<file path="src/rtl/regfile_write_scheduler.sv">
// Write-port sequencer/arbiter for the 32x64 LEGv8 register file: optional zeroing sweep,
// then round-robin between ALU (req0) and load (req1) writeback. Option macro: REGFILE_CLEAR_EN.
module regfile_write_scheduler #(
    parameter int WIDTH = 64,
    parameter int AW    = 5
) (
    input  logic             clock,
    input  logic             reset,
    input  logic             req0_valid,
    input  logic [AW-1:0]    req0_addr,
    input  logic [WIDTH-1:0] req0_data,
    output logic             req0_ready,
    input  logic             req1_valid,
    input  logic [AW-1:0]    req1_addr,
    input  logic [WIDTH-1:0] req1_data,
    output logic             req1_ready,
    output logic [AW-1:0]    DA,
    output logic [WIDTH-1:0] D,
    output logic             W,
    output logic             wr_src,
    output logic             init_done
);

    typedef enum logic {
        ST_CLEAR,
        ST_RUN
    } state_t;

`ifdef REGFILE_CLEAR_EN
    localparam state_t RESET_STATE = ST_CLEAR;
    localparam logic   RESET_DONE  = 1'b0;
    logic [AW-1:0] clr_cnt, clr_cnt_nxt;
`else
    localparam state_t RESET_STATE = ST_RUN;
    localparam logic   RESET_DONE  = 1'b1;
`endif

    // Address 2**AW-1 is XZR: handshaken normally but never written.
    localparam logic [AW-1:0] XZR_ADDR = '1;

    state_t           state, state_nxt;
    logic             prio, prio_nxt;
    logic [AW-1:0]    da_nxt;
    logic [WIDTH-1:0] d_nxt;
    logic             w_nxt, src_nxt, done_nxt;

    // NOTE: every output of this block gets a default first, so no path can infer a latch.
    always_comb begin
        state_nxt  = state;
        prio_nxt   = prio;
        da_nxt     = DA;
        d_nxt      = D;
        w_nxt      = 1'b0;
        src_nxt    = wr_src;
        done_nxt   = init_done;
        req0_ready = 1'b0;
        req1_ready = 1'b0;
`ifdef REGFILE_CLEAR_EN
        clr_cnt_nxt = clr_cnt;
`endif
        case (state)
            ST_RUN: begin
                // prio names the requester that wins when both are valid.
                req0_ready = req0_valid && (!req1_valid || !prio);
                req1_ready = req1_valid && (!req0_valid ||  prio);
                if (req0_ready) begin
                    da_nxt   = req0_addr;
                    d_nxt    = req0_data;
                    w_nxt    = (req0_addr != XZR_ADDR);
                    src_nxt  = 1'b0;
                    prio_nxt = 1'b1;
                end else if (req1_ready) begin
                    da_nxt   = req1_addr;
                    d_nxt    = req1_data;
                    w_nxt    = (req1_addr != XZR_ADDR);
                    src_nxt  = 1'b1;
                    prio_nxt = 1'b0;
                end
            end
            default: begin
`ifdef REGFILE_CLEAR_EN
                w_nxt       = 1'b1;
                da_nxt      = clr_cnt;
                d_nxt       = '0;
                clr_cnt_nxt = clr_cnt + AW'(1);
                if (clr_cnt == XZR_ADDR) begin
                    state_nxt = ST_RUN;
                    done_nxt  = 1'b1;
                end
`else
                state_nxt = ST_RUN;
                done_nxt  = 1'b1;
`endif
            end
        endcase
    end

    // NOTE: sequential state uses non-blocking assignments so all registers sample the same cycle.
    always_ff @(posedge clock or negedge reset) begin
        if (!reset) begin
            state     <= RESET_STATE;
            prio      <= 1'b0;
            DA        <= '0;
            D         <= '0;
            W         <= 1'b0;
            wr_src    <= 1'b0;
            init_done <= RESET_DONE;
`ifdef REGFILE_CLEAR_EN
            clr_cnt   <= '0;
`endif
        end else begin
            state     <= state_nxt;
            prio      <= prio_nxt;
            DA        <= da_nxt;
            D         <= d_nxt;
            W         <= w_nxt;
            wr_src    <= src_nxt;
            init_done <= done_nxt;
`ifdef REGFILE_CLEAR_EN
            clr_cnt   <= clr_cnt_nxt;
`endif
        end
    end

endmodule

</file>
<file path="config.mk">
export PLATFORM = sky130hd
export DESIGN_NAME = regfile_write_scheduler
export DESIGN_NICKNAME = d
export VERILOG_FILES = /design/src/rtl/regfile_write_scheduler.sv
export SDC_FILE = /design/constraint.sdc
export NUM_CORES = 1
export LEC_CHECK = 0
export CORE_MARGIN = 4
export CORE_UTILIZATION = 41
export CTS_CLUSTER_DIAMETER = 150
export DETAILED_ROUTE_END_ITERATION = 8
export PLACE_DENSITY = 0.9
export SLEW_MARGIN = 10
export SYNTH_ARGS = -nofsm -noshare
export SYNTH_HDL_FRONTEND = slang
export SYNTH_SLANG_ARGS = --single-unit
</file>
<file path="constraint.sdc">
create_clock -name clock -period 1.56 [get_ports clock]
set_input_delay 0.312 -clock clock [delete_from_list [all_inputs] [get_ports clock]]
set_output_delay 0.312 -clock clock [all_outputs]
set_load 0.05 [all_outputs]
</file>
==> reports/results.txt <==
First DRT Iteration DRCs: 259
Register area share after synthesis: 42.4%
Total CTS buffers: 9
Dpl ws: 83.0 ps
Initial antenna violation count: 0
Power Density: 959 nW/um^2
Vias in the first global route: 4,295
Crit Path Class: reg2out
Post-synth cell types: 25
Row count: 36
Router iterations before antenna repair: 5
Fraction of final layout cells with drive strength greater than 1: 29.2%
Highest Clock Rate: 0.661 GHz
Clk Latency, worst-skew pair: 350 ps
H-tree Lvls: 3
Diodes inserted: 0
VDD IR-drop max: 0.478 mV
Setup TNS: 0 ps
DRT Wirelength: 13,700 um
Via Count: 4,048
Fillcell total: 732
DP HPWL: 9970 um
DIE AREA: 12,100 um^2
CTS tree: built
Tcrit/Tclk final: 97.0%
Final Hold Fails: 0
Synth Register Bits: 72
Worst setup startpoint: prio
Final Worst Setup Slack: 46.1 ps
Reg2reg setup slack: 200 ps
Fin cells: 743
DRC viols: 0
Dpl cells: 725
Total track usage: 22.1%
Reg2Reg Depth: 3
Pin count of the biggest net entering global routing: 60
Reg-to-Reg End: D[21]
Die height: 110 um
Skew final: 5.67 ps
Core area: 9950 um^2
Routability Congestion: 0.821
Critical path arrival: 1200 ps
Syn_area_per_cell: 10.6 um^2
Data required, critical path: 1250 ps
Syn. warnings: 0
Starting density of the core: 42.7%
Synth Net Count: 543
Final core occ: 68.5%
Max-Cap Viols: 0
Cells after Synth: 401
Slew HR: 61.9%
Final setup viols: 0
Global-route wire length before repair: 20,900 um
Crit Path Max Fanout: 3
Worst r2r src: prio
Post-route ant nets: 0
Wire per inst: 18.4 um
Nets: 749
Most common library cell in the layout ignoring fill and taps: clkdlybuf4s50_1
Netlist Area Pre-Place: 4250 um^2
GR Overflow Total: 0
Setup crit end kind: output port
Drt via density: 5.45
Port Buf Inserts: 214
Leakage: 0.00287 uW
Outcome: completed
DIE WIDTH: 110 um
Startpoint types: flop
CTS max path bufs: 2
Layout area overhead: 60.4%
Root Buffer: clkbuf_8
Commonest cells after routing, fill and taps aside: clkdlybuf4s50_1 (138), dfrtp_1 (71), buf_4 (65)
Slew @ Worst Pin: 572 ps
Clock-pin slew of the registers on the worst-case setup and hold paths: 80 ps
IO Pins: 216
TritonCTS Sinks: 72
Worst min path class: in2async
Max-slew violations: 0
Tmin final: 1510 ps
RSZ-0062 raised after global routing: no
-- synthesized netlist by cell type (all sizes together) --
cell type | number | share of area [%]
nand2 | 2 | 0.18
o21ai | 4 | 0.47
nor3 | 1 | 0.12
a21oi | 5 | 0.59
o221a | 64 | 17
conb | 1 | 0.088
buf | 19 | 3.7
inv | 8 | 0.71
clkbuf | 19 | 1.7
dfrtp | 72 | 42
o22ai | 5 | 0.74
or2b | 9 | 1.6
or2 | 64 | 9.4
nand3 | 2 | 0.24
a21boi | 1 | 0.18
nand2b | 56 | 8.4
mux2 | 5 | 1.3
a21o | 64 | 11
-- worst max-delay path by stage --
stage / endpoint / slack, ps
final: req1_ready / 50
after floorplan: W / 40
after global placement: D[47] / 110
after global routing: req1_ready / 9
after detailed placement: D[48] / 80
after CTS: req1_ready / 3
-- layer usage --
layer / up-vias / track usage [%] / share of wire [%]
li1: 1860 / - / -
met1: 1957 / 26.5 / 39
met2: 203 / 38.5 / 50
met3: 28 / 5.23 / 8.6
met4: 0 / 8.19 / 2.2
met5: - / 0 / 0
-- cell type report --
cell class / instances / area [um^2] / share of cell area (%)
inverters: 8 / 30.0 / 0.440
repair buffers: 233 / 2440 / 35.8
clock buffers: 14 / 173 / 2.53
multi-input cells: 283 / 2200 / 32.3
flip-flops and latches: 72 / 1800 / 26.4
well taps: 133 / 166 / 2.44
-- timing repair --
action	in CTS	in global routing
hold buffers	1	0
resized for setup	2	0
setup endpoints to repair	1	2
setup buffers	1	2
endpoints found under the hold margin	21	0
-- critical path: stages, from the launching register on --
cell and delay (ps):
dfrtp_2 430, nand2b_4 160, nand2_4 70, inv_2 50, buf_12 140
-- flip-flops by register name, summed over array words and instances (netlist names) --
register and flops:
D 64, DA 5, W 1, prio 1
wr_src 1
-- logic make-up (layout without fill, tap and decap cells) --
logic type,count (synthesis),in the layout,share of synthesized area (%)
multiplexers,5,5,1.32
buffers and inverters,46,255,6.09
flip-flops,72,72,42.4
other,1,1,0.0882
AND/OR/NAND/NOR,134,134,19.9
AO/OA/AOI/OAI,143,143,30.2
-- power by group --
| part | internal, uW | switching, uW |
|---|---|---|
| logic | 1320 | 1560 |
| registers | 2120 | 186 |
| clock network | 693 | 664 |
| total | 4130 | 2410 |
-- through the flow --
step | hold WS, ps | instance area (um^2) | total power [uW]
after floorplan | 16.4 | 4260 | 3940
after global placement | 235 | 6610 | 5150
after detailed placement | 242 | 6610 | 5210
after CTS | 417 | 6810 | 6580
after global routing | 458 | 6820 | 6820
final | 426 | 6820 | 6540
Power figures use the tool's default switching activity.
